`src/rtl/ex_div_ctrl_if.sv`:
```
// EX <-> divide sequencer handshake: request operands, flush kill, busy stall
// and the one-cycle result strobe.
interface ex_div_ctrl_if #(
    parameter int XLEN = 32
);
    logic            req_valid;
    logic [1:0]      req_op;
    logic [XLEN-1:0] src_a;
    logic [XLEN-1:0] src_b;
    logic            flush;
    logic            busy;
    logic            resp_valid;
    logic [XLEN-1:0] resp_data;

    modport master (
        output req_valid, req_op, src_a, src_b, flush,
        input  busy, resp_valid, resp_data
    );

    modport slave (
        input  req_valid, req_op, src_a, src_b, flush,
        output busy, resp_valid, resp_data
    );
endinterface

```
`src/rtl/ex_div_ctrl.sv`:
```
// Radix-2 restoring divide sequencer for RV32M DIV/DIVU/REM/REMU beside EX.
// Optional feature macro: DIV_EARLY_OUT_EN (skip CALC for trivially resolved ops).
module ex_div_ctrl #(
    parameter int XLEN  = 32,
    parameter int CNT_W = 6
) (
    input  logic          clk,
    input  logic          resetn,
    ex_div_ctrl_if.slave  bus
);

    typedef enum logic [1:0] {S_IDLE, S_CALC, S_DONE} state_t;

    localparam logic [XLEN-1:0] MIN_NEG = {1'b1, {(XLEN-1){1'b0}}};

    state_t          r_state;
    logic [CNT_W-1:0] r_cnt;
    logic [XLEN:0]   r_rem;
    logic [XLEN-1:0] r_quo;
    logic [XLEN-1:0] r_div;
    logic [XLEN-1:0] r_a;
    logic            r_sel_rem;
    logic            r_qneg;
    logic            r_rneg;
    logic            r_bzero;
    logic            r_ovf;
    logic            r_busy;
    logic            r_resp_valid;
    logic [XLEN-1:0] r_resp_data;

    logic            w_signed;
    logic            w_a_neg;
    logic            w_b_neg;
    logic [XLEN-1:0] w_a_abs;
    logic [XLEN-1:0] w_b_abs;
    logic            w_b_zero;
    logic            w_ovf;
    logic [XLEN:0]   w_sh;
    logic            w_ge;
    logic [XLEN:0]   w_rem_nxt;
    logic [XLEN-1:0] w_quo_nxt;

    assign w_signed = ~bus.req_op[0];
    assign w_a_neg  = w_signed & bus.src_a[XLEN-1];
    assign w_b_neg  = w_signed & bus.src_b[XLEN-1];
    assign w_a_abs  = w_a_neg ? (~bus.src_a + 1'b1) : bus.src_a;
    assign w_b_abs  = w_b_neg ? (~bus.src_b + 1'b1) : bus.src_b;
    assign w_b_zero = (bus.src_b == '0);
    assign w_ovf    = w_signed & (bus.src_a == MIN_NEG) & (bus.src_b == '1);

    // A set top bit would mean the shifted remainder already exceeds any divisor.
    assign w_sh      = {r_rem[XLEN-1:0], r_quo[XLEN-1]};
    assign w_ge      = r_rem[XLEN] | (w_sh >= {1'b0, r_div});
    assign w_rem_nxt = w_ge ? (w_sh - {1'b0, r_div}) : w_sh;
    assign w_quo_nxt = {r_quo[XLEN-2:0], w_ge};

    // Sign fix-up followed by the RISC-V defined overrides.
    function automatic logic [XLEN-1:0] f_result(
        input logic            sel_rem,
        input logic [XLEN-1:0] quo,
        input logic [XLEN-1:0] rem,
        input logic [XLEN-1:0] a_raw,
        input logic            qneg,
        input logic            rneg,
        input logic            bzero,
        input logic            ovf
    );
        logic [XLEN-1:0] q;
        logic [XLEN-1:0] r;
        q = qneg ? (~quo + 1'b1) : quo;
        r = rneg ? (~rem + 1'b1) : rem;
        if (bzero) begin
            q = '1;
            r = a_raw;
        end else if (ovf) begin
            q = a_raw;
            r = '0;
        end
        return sel_rem ? r : q;
    endfunction

    always_ff @(posedge clk or negedge resetn) begin
        if (!resetn) begin
            r_state      <= S_IDLE;
            r_cnt        <= '0;
            r_rem        <= '0;
            r_quo        <= '0;
            r_div        <= '0;
            r_a          <= '0;
            r_sel_rem    <= 1'b0;
            r_qneg       <= 1'b0;
            r_rneg       <= 1'b0;
            r_bzero      <= 1'b0;
            r_ovf        <= 1'b0;
            r_busy       <= 1'b0;
            r_resp_valid <= 1'b0;
            r_resp_data  <= '0;
        end else begin
            case (r_state)
                S_IDLE: begin
                    if (bus.req_valid && !bus.flush) begin
                        r_sel_rem <= bus.req_op[1];
                        r_qneg    <= w_a_neg ^ w_b_neg;
                        r_rneg    <= w_a_neg;
                        r_bzero   <= w_b_zero;
                        r_ovf     <= w_ovf;
                        r_a       <= bus.src_a;
                        r_quo     <= w_a_abs;
                        r_div     <= w_b_abs;
                        r_rem     <= '0;
                        r_busy    <= 1'b1;
`ifdef DIV_EARLY_OUT_EN
                        if (w_b_zero || w_ovf || (w_a_abs < w_b_abs)) begin
                            // q=0, r=src_a unless an override applies
                            r_resp_data  <= f_result(bus.req_op[1], '0, w_a_abs, bus.src_a,
                                                     w_a_neg ^ w_b_neg, w_a_neg, w_b_zero, w_ovf);
                            r_resp_valid <= 1'b1;
                            r_state      <= S_DONE;
                        end else begin
                            r_cnt   <= CNT_W'(XLEN);
                            r_state <= S_CALC;
                        end
`else
                        r_cnt   <= CNT_W'(XLEN);
                        r_state <= S_CALC;
`endif
                    end
                end
                S_CALC: begin
                    if (bus.flush) begin
                        r_state <= S_IDLE;
                        r_busy  <= 1'b0;
                    end else begin
                        r_rem <= w_rem_nxt;
                        r_quo <= w_quo_nxt;
                        r_cnt <= r_cnt - 1'b1;
                        if (r_cnt == CNT_W'(1)) begin
                            r_resp_data  <= f_result(r_sel_rem, w_quo_nxt, w_rem_nxt[XLEN-1:0], r_a,
                                                     r_qneg, r_rneg, r_bzero, r_ovf);
                            r_resp_valid <= 1'b1;
                            r_state      <= S_DONE;
                        end
                    end
                end
                S_DONE: begin
                    r_state      <= S_IDLE;
                    r_busy       <= 1'b0;
                    r_resp_valid <= 1'b0;
                end
                default: begin
                    r_state      <= S_IDLE;
                    r_busy       <= 1'b0;
                    r_resp_valid <= 1'b0;
                end
            endcase
        end
    end

    assign bus.busy       = r_busy;
    // A flush landing in DONE must suppress the strobe in that same cycle.
    assign bus.resp_valid = r_resp_valid & ~bus.flush;
    assign bus.resp_data  = r_resp_data;

endmodule

```
`src/flat_wrapper.sv`:
```
// flat-port wrapper written by rule: the top's interface ports become plain ports
module ex_div_ctrl_flat 
#(
    parameter int XLEN  = 32,
    parameter int CNT_W = 6
)
  (clk, resetn, bus_req_valid, bus_req_op, bus_src_a, bus_src_b, bus_flush, bus_busy, bus_resp_valid, bus_resp_data);
  ex_div_ctrl_if #(.XLEN(XLEN)) bus_i ();
  input  logic clk;
  input  logic resetn;
  input wire logic [$bits(bus_i.req_valid)-1:0] bus_req_valid;
  input wire logic [$bits(bus_i.req_op)-1:0] bus_req_op;
  input wire logic [$bits(bus_i.src_a)-1:0] bus_src_a;
  input wire logic [$bits(bus_i.src_b)-1:0] bus_src_b;
  input wire logic [$bits(bus_i.flush)-1:0] bus_flush;
  output wire logic [$bits(bus_i.busy)-1:0] bus_busy;
  output wire logic [$bits(bus_i.resp_valid)-1:0] bus_resp_valid;
  output wire logic [$bits(bus_i.resp_data)-1:0] bus_resp_data;
  assign bus_i.req_valid = bus_req_valid;
  assign bus_i.req_op = bus_req_op;
  assign bus_i.src_a = bus_src_a;
  assign bus_i.src_b = bus_src_b;
  assign bus_i.flush = bus_flush;
  assign bus_busy = bus_i.busy;
  assign bus_resp_valid = bus_i.resp_valid;
  assign bus_resp_data = bus_i.resp_data;
  ex_div_ctrl #(.XLEN(XLEN), .CNT_W(CNT_W)) u_core (.clk(clk), .resetn(resetn), .bus(bus_i));
endmodule
```
`config.mk`:
```
export PLATFORM = sky130hd
export DESIGN_NAME = ex_div_ctrl_flat
export DESIGN_NICKNAME = d
export VERILOG_FILES = /design/src/rtl/ex_div_ctrl_if.sv /design/src/rtl/ex_div_ctrl.sv /design/src/flat_wrapper.sv
export SDC_FILE = /design/constraint.sdc
export NUM_CORES = 1
export LEC_CHECK = 0
export CORE_UTILIZATION = 55
export DETAILED_ROUTE_END_ITERATION = 7
export PLACE_DENSITY_LB_ADDON = 0.12
export SYNTH_ARGS = -nofsm -noshare
export SYNTH_HDL_FRONTEND = slang
export SYNTH_SLANG_ARGS = --single-unit
```
`constraint.sdc`:
```
create_clock -name clk -period 7.04 [get_ports clk]
set_input_delay 0.704 -clock clk [delete_from_list [all_inputs] [get_ports clk]]
set_output_delay 0.704 -clock clk [all_outputs]
set_load 0.01 [all_outputs]
```
==> impl_results.md <==
* Status: finished, final reports clean
* Clk root buf: clkbuf_16
* CP Class: reg2reg
* GPL Wtd Cong at 0.979
* Initial antenna violation count at 1
* Final net count at 1850
* Most frequent cell after synthesis: nand2_1
* Cell area after synthesis at 13700 µm²
* WL/cell at 21.9 µm
* Die W at 160 µm
* Sink Count at 176
* Initial Util at 56.2%
* Global route overflow at 0
* Critical-path maximum fanout at 13
* Global-route wire length before repair at 71800 µm
* Post-synth top area share at 32.1%
* Flops & latches, synth at 176
* Power density cells at 482 nW/µm²
* Tightest Pin Transition at 1040 ps
* Share of cells above drive strength 1 at 5.65%
* Worst Setup Start Kind: flip-flop
* CTS tree: built
* Clk pin slew, worst setup/hold paths at 80 ps
* Syn-to-layout area delta at 12.2%
* P_leak at 6.36 nW
* Inst Count DP at 2045
* H-tree depth at 4
* TritonRoute pass-1 iters at 6
* Post-Synthesis Cells at 1704
* WP data required at 7370 ps
* Post-CTS setup buffer count at 0
* Primary FF master, synth: dfrtp_1
* Worst setup margin at 1340 ps
* Period utilization at 81.0%
* Max IR drop VDD at 0.305 mV
* Synth async-reset ratio at 100%
* Final Setup Violations at 0
* Fmax achieved at 175 MHz
* Post-synth EDFFs at 0
* Setup Skew at 16.4 ps
* # rows at 57
* Total global routing track utilization at 35.8%
* IO Pins at 104
* Hold buffer count at cts at 0
* Via count at 13714
* DIE HEIGHT at 160 µm
* Synth top area cells: dfrtp_1 32%, nand2_1 8.0%, o21ai_0 6.7%
* Hold Violations, Final at 0
* Initial DRC count at 1644
* Rel. slew slack at 30.3%
* Largest net degree at the start of global routing at 99
* Pre-CTS setup slack at 1500 ps
* Post-detail-place hpwl at 33400 µm
* Filler cell count at 2235
* Core box area at 24400 µm²
* Min Tclk post-route at 5700 ps
* Syn_area_per_cell at 8.05 µm²
* Die Outline Area at 25600 µm²
* Yosys top cell by area: dfrtp_1
* Hold/Removal Path Class: in2async
* Sequential-to-total area share from yosys stat at 32.1%
* Synthesis warning total at 0
* RSZ-0062 raised after global routing: false
* # port buffers at 103
* Distinct cell type count of the synthesized netlist at 100
* Ant. Diodes at 0
* Worst path arrival time at 6040 ps
* PostCTS Resize Cnt at 0
* Number of global-route vias before repair at 12672
* Maximum clock path buffer count at 2
* Non-filler cells, final at 2076
* Setup TNS at 0 ps
* Post-DR vias/cell at 6.61
* Final total power at 0.00742 W
* Top cells by count, synth: 292 x nand2_1, 185 x o21ai_0, 176 x dfrtp_1
* Max-Cap Viols at 0
* Final Slew Violations at 0
* DRC Markers at 0
* Post-route ant nets at 0
* Crit end category: flip-flop
* Clk_lat worst skew at 450 ps
* Routed WL at 45400 µm
* Post-Syn Nets at 1814
* Total CTS buffers at 17
## sequential cells by signal, summed over array words and instances, names as in the netlist, 2 cells and up
name                  cells
u_core.r_rem             33
u_core.r_quo             32
u_core.r_state            2
u_core.r_div             32
u_core.bus.resp_data     32
u_core.r_a               32
u_core.r_cnt              6
## through the flow
| step | area (µm²) | hold slack (ps) | util, % |
|---|---|---|---|
| 2_1_floorplan | 13700 | 408 | - |
| 3_3_place_gp | 14800 | 457 | 60.8 |
| 3_5_place_dp | 14800 | 456 | 60.8 |
| 4_1_cts | 15400 | 412 | 63.1 |
| 5_1_grt | 15400 | 456 | 63.1 |
| 6_report | 15400 | 369 | 63.1 |
## power breakdown
group | switching, W | internal, W | leakage, nW
registers | 0.000360 | 0.00130 | 2.25
clock network | 0.000478 | 0.000472 | 0.282
logic | 0.00305 | 0.00176 | 3.82
total | 0.00389 | 0.00353 | 6.36
## cells by family after synthesis
kind of cell	share of synthesized area, %
AOI/OAI and AO/OA	26.9
xor gates and xnor gates	8.36
adders and majority gates	3.70
buffers and inverters	5.10
muxes	2.38
and+or+nand+nor	21.5
DFF	32.1
## final cells by class
class	instances	area, µm²	share of cell area (%)
Clock buffer	17	425	2.76
Clock inverter	14	148	0.959
Inverter	59	221	1.44
Multi-Input combinational cell	1367	8640	56.1
Sequential cell	176	4400	28.6
Tap cell	324	405	2.63
Timing Repair Buffer	119	1150	7.49
## worst paths after layout
| kind | cells past startpoint | from | endpoint | slack (ps) |
|---|---|---|---|---|
| max | 18 | u_core.r_rem[19] | u_core.bus.resp_data[28] | 1340 |
| min | 1 | resetn | u_core.r_div[22] | 370 |
| max reg2reg | 18 | u_core.r_rem[19] | u_core.bus.resp_data[28] | 1340 |
| min reg2reg | 2 | u_core.bus.resp_data[16] | u_core.bus.resp_data[16] | 470 |
| max in group asynchronous | 2 | resetn | u_core.r_rem[18] | 5030 |
| min in group clk | 2 | u_core.bus.resp_data[16] | u_core.bus.resp_data[16] | 470 |
## routing by layer
layer | vias up | global-route usage (%) | routed length, µm
li1 | 6309 | - | -
met1 | 6530 | 52.4 | 20100
met2 | 771 | 53.3 | 19600
met3 | 104 | 7.48 | 4510
met4 | 0 | 9.91 | 1160
met5 | - | 0 | 0
## critical path, stage by stage (launching register included)
cell,delay [ps]
dfrtp_1,450
ha_1,470
a21oi_1,260
o21ai_1,170
or2_4,290
o311ai_4,550
nand2_2,230
o21ai_0,390
ha_1,290
nor4b_1,250
nand2_1,140
or2_2,360
or4_1,410
nor2_1,230
o2111ai_4,190
o31ai_2,300
xnor2_1,100
a221o_1,330
a22o_1,170
## layout by cell type (no fill, tap or decap), drive strengths merged, types with 18 or more instances in the layout
cell,n
o21ai,195
nor4,28
clkdlybuf4s50,102
a22oi,29
nand4,18
xnor2,50
nor2,96
ha,39
or4,19
dfrtp,176
nor3,38
o31ai,33
nand3,31
mux2i,27
nand2,293
inv,64
xor2,81
a21oi,99
(Power assumes the default switching activity.)
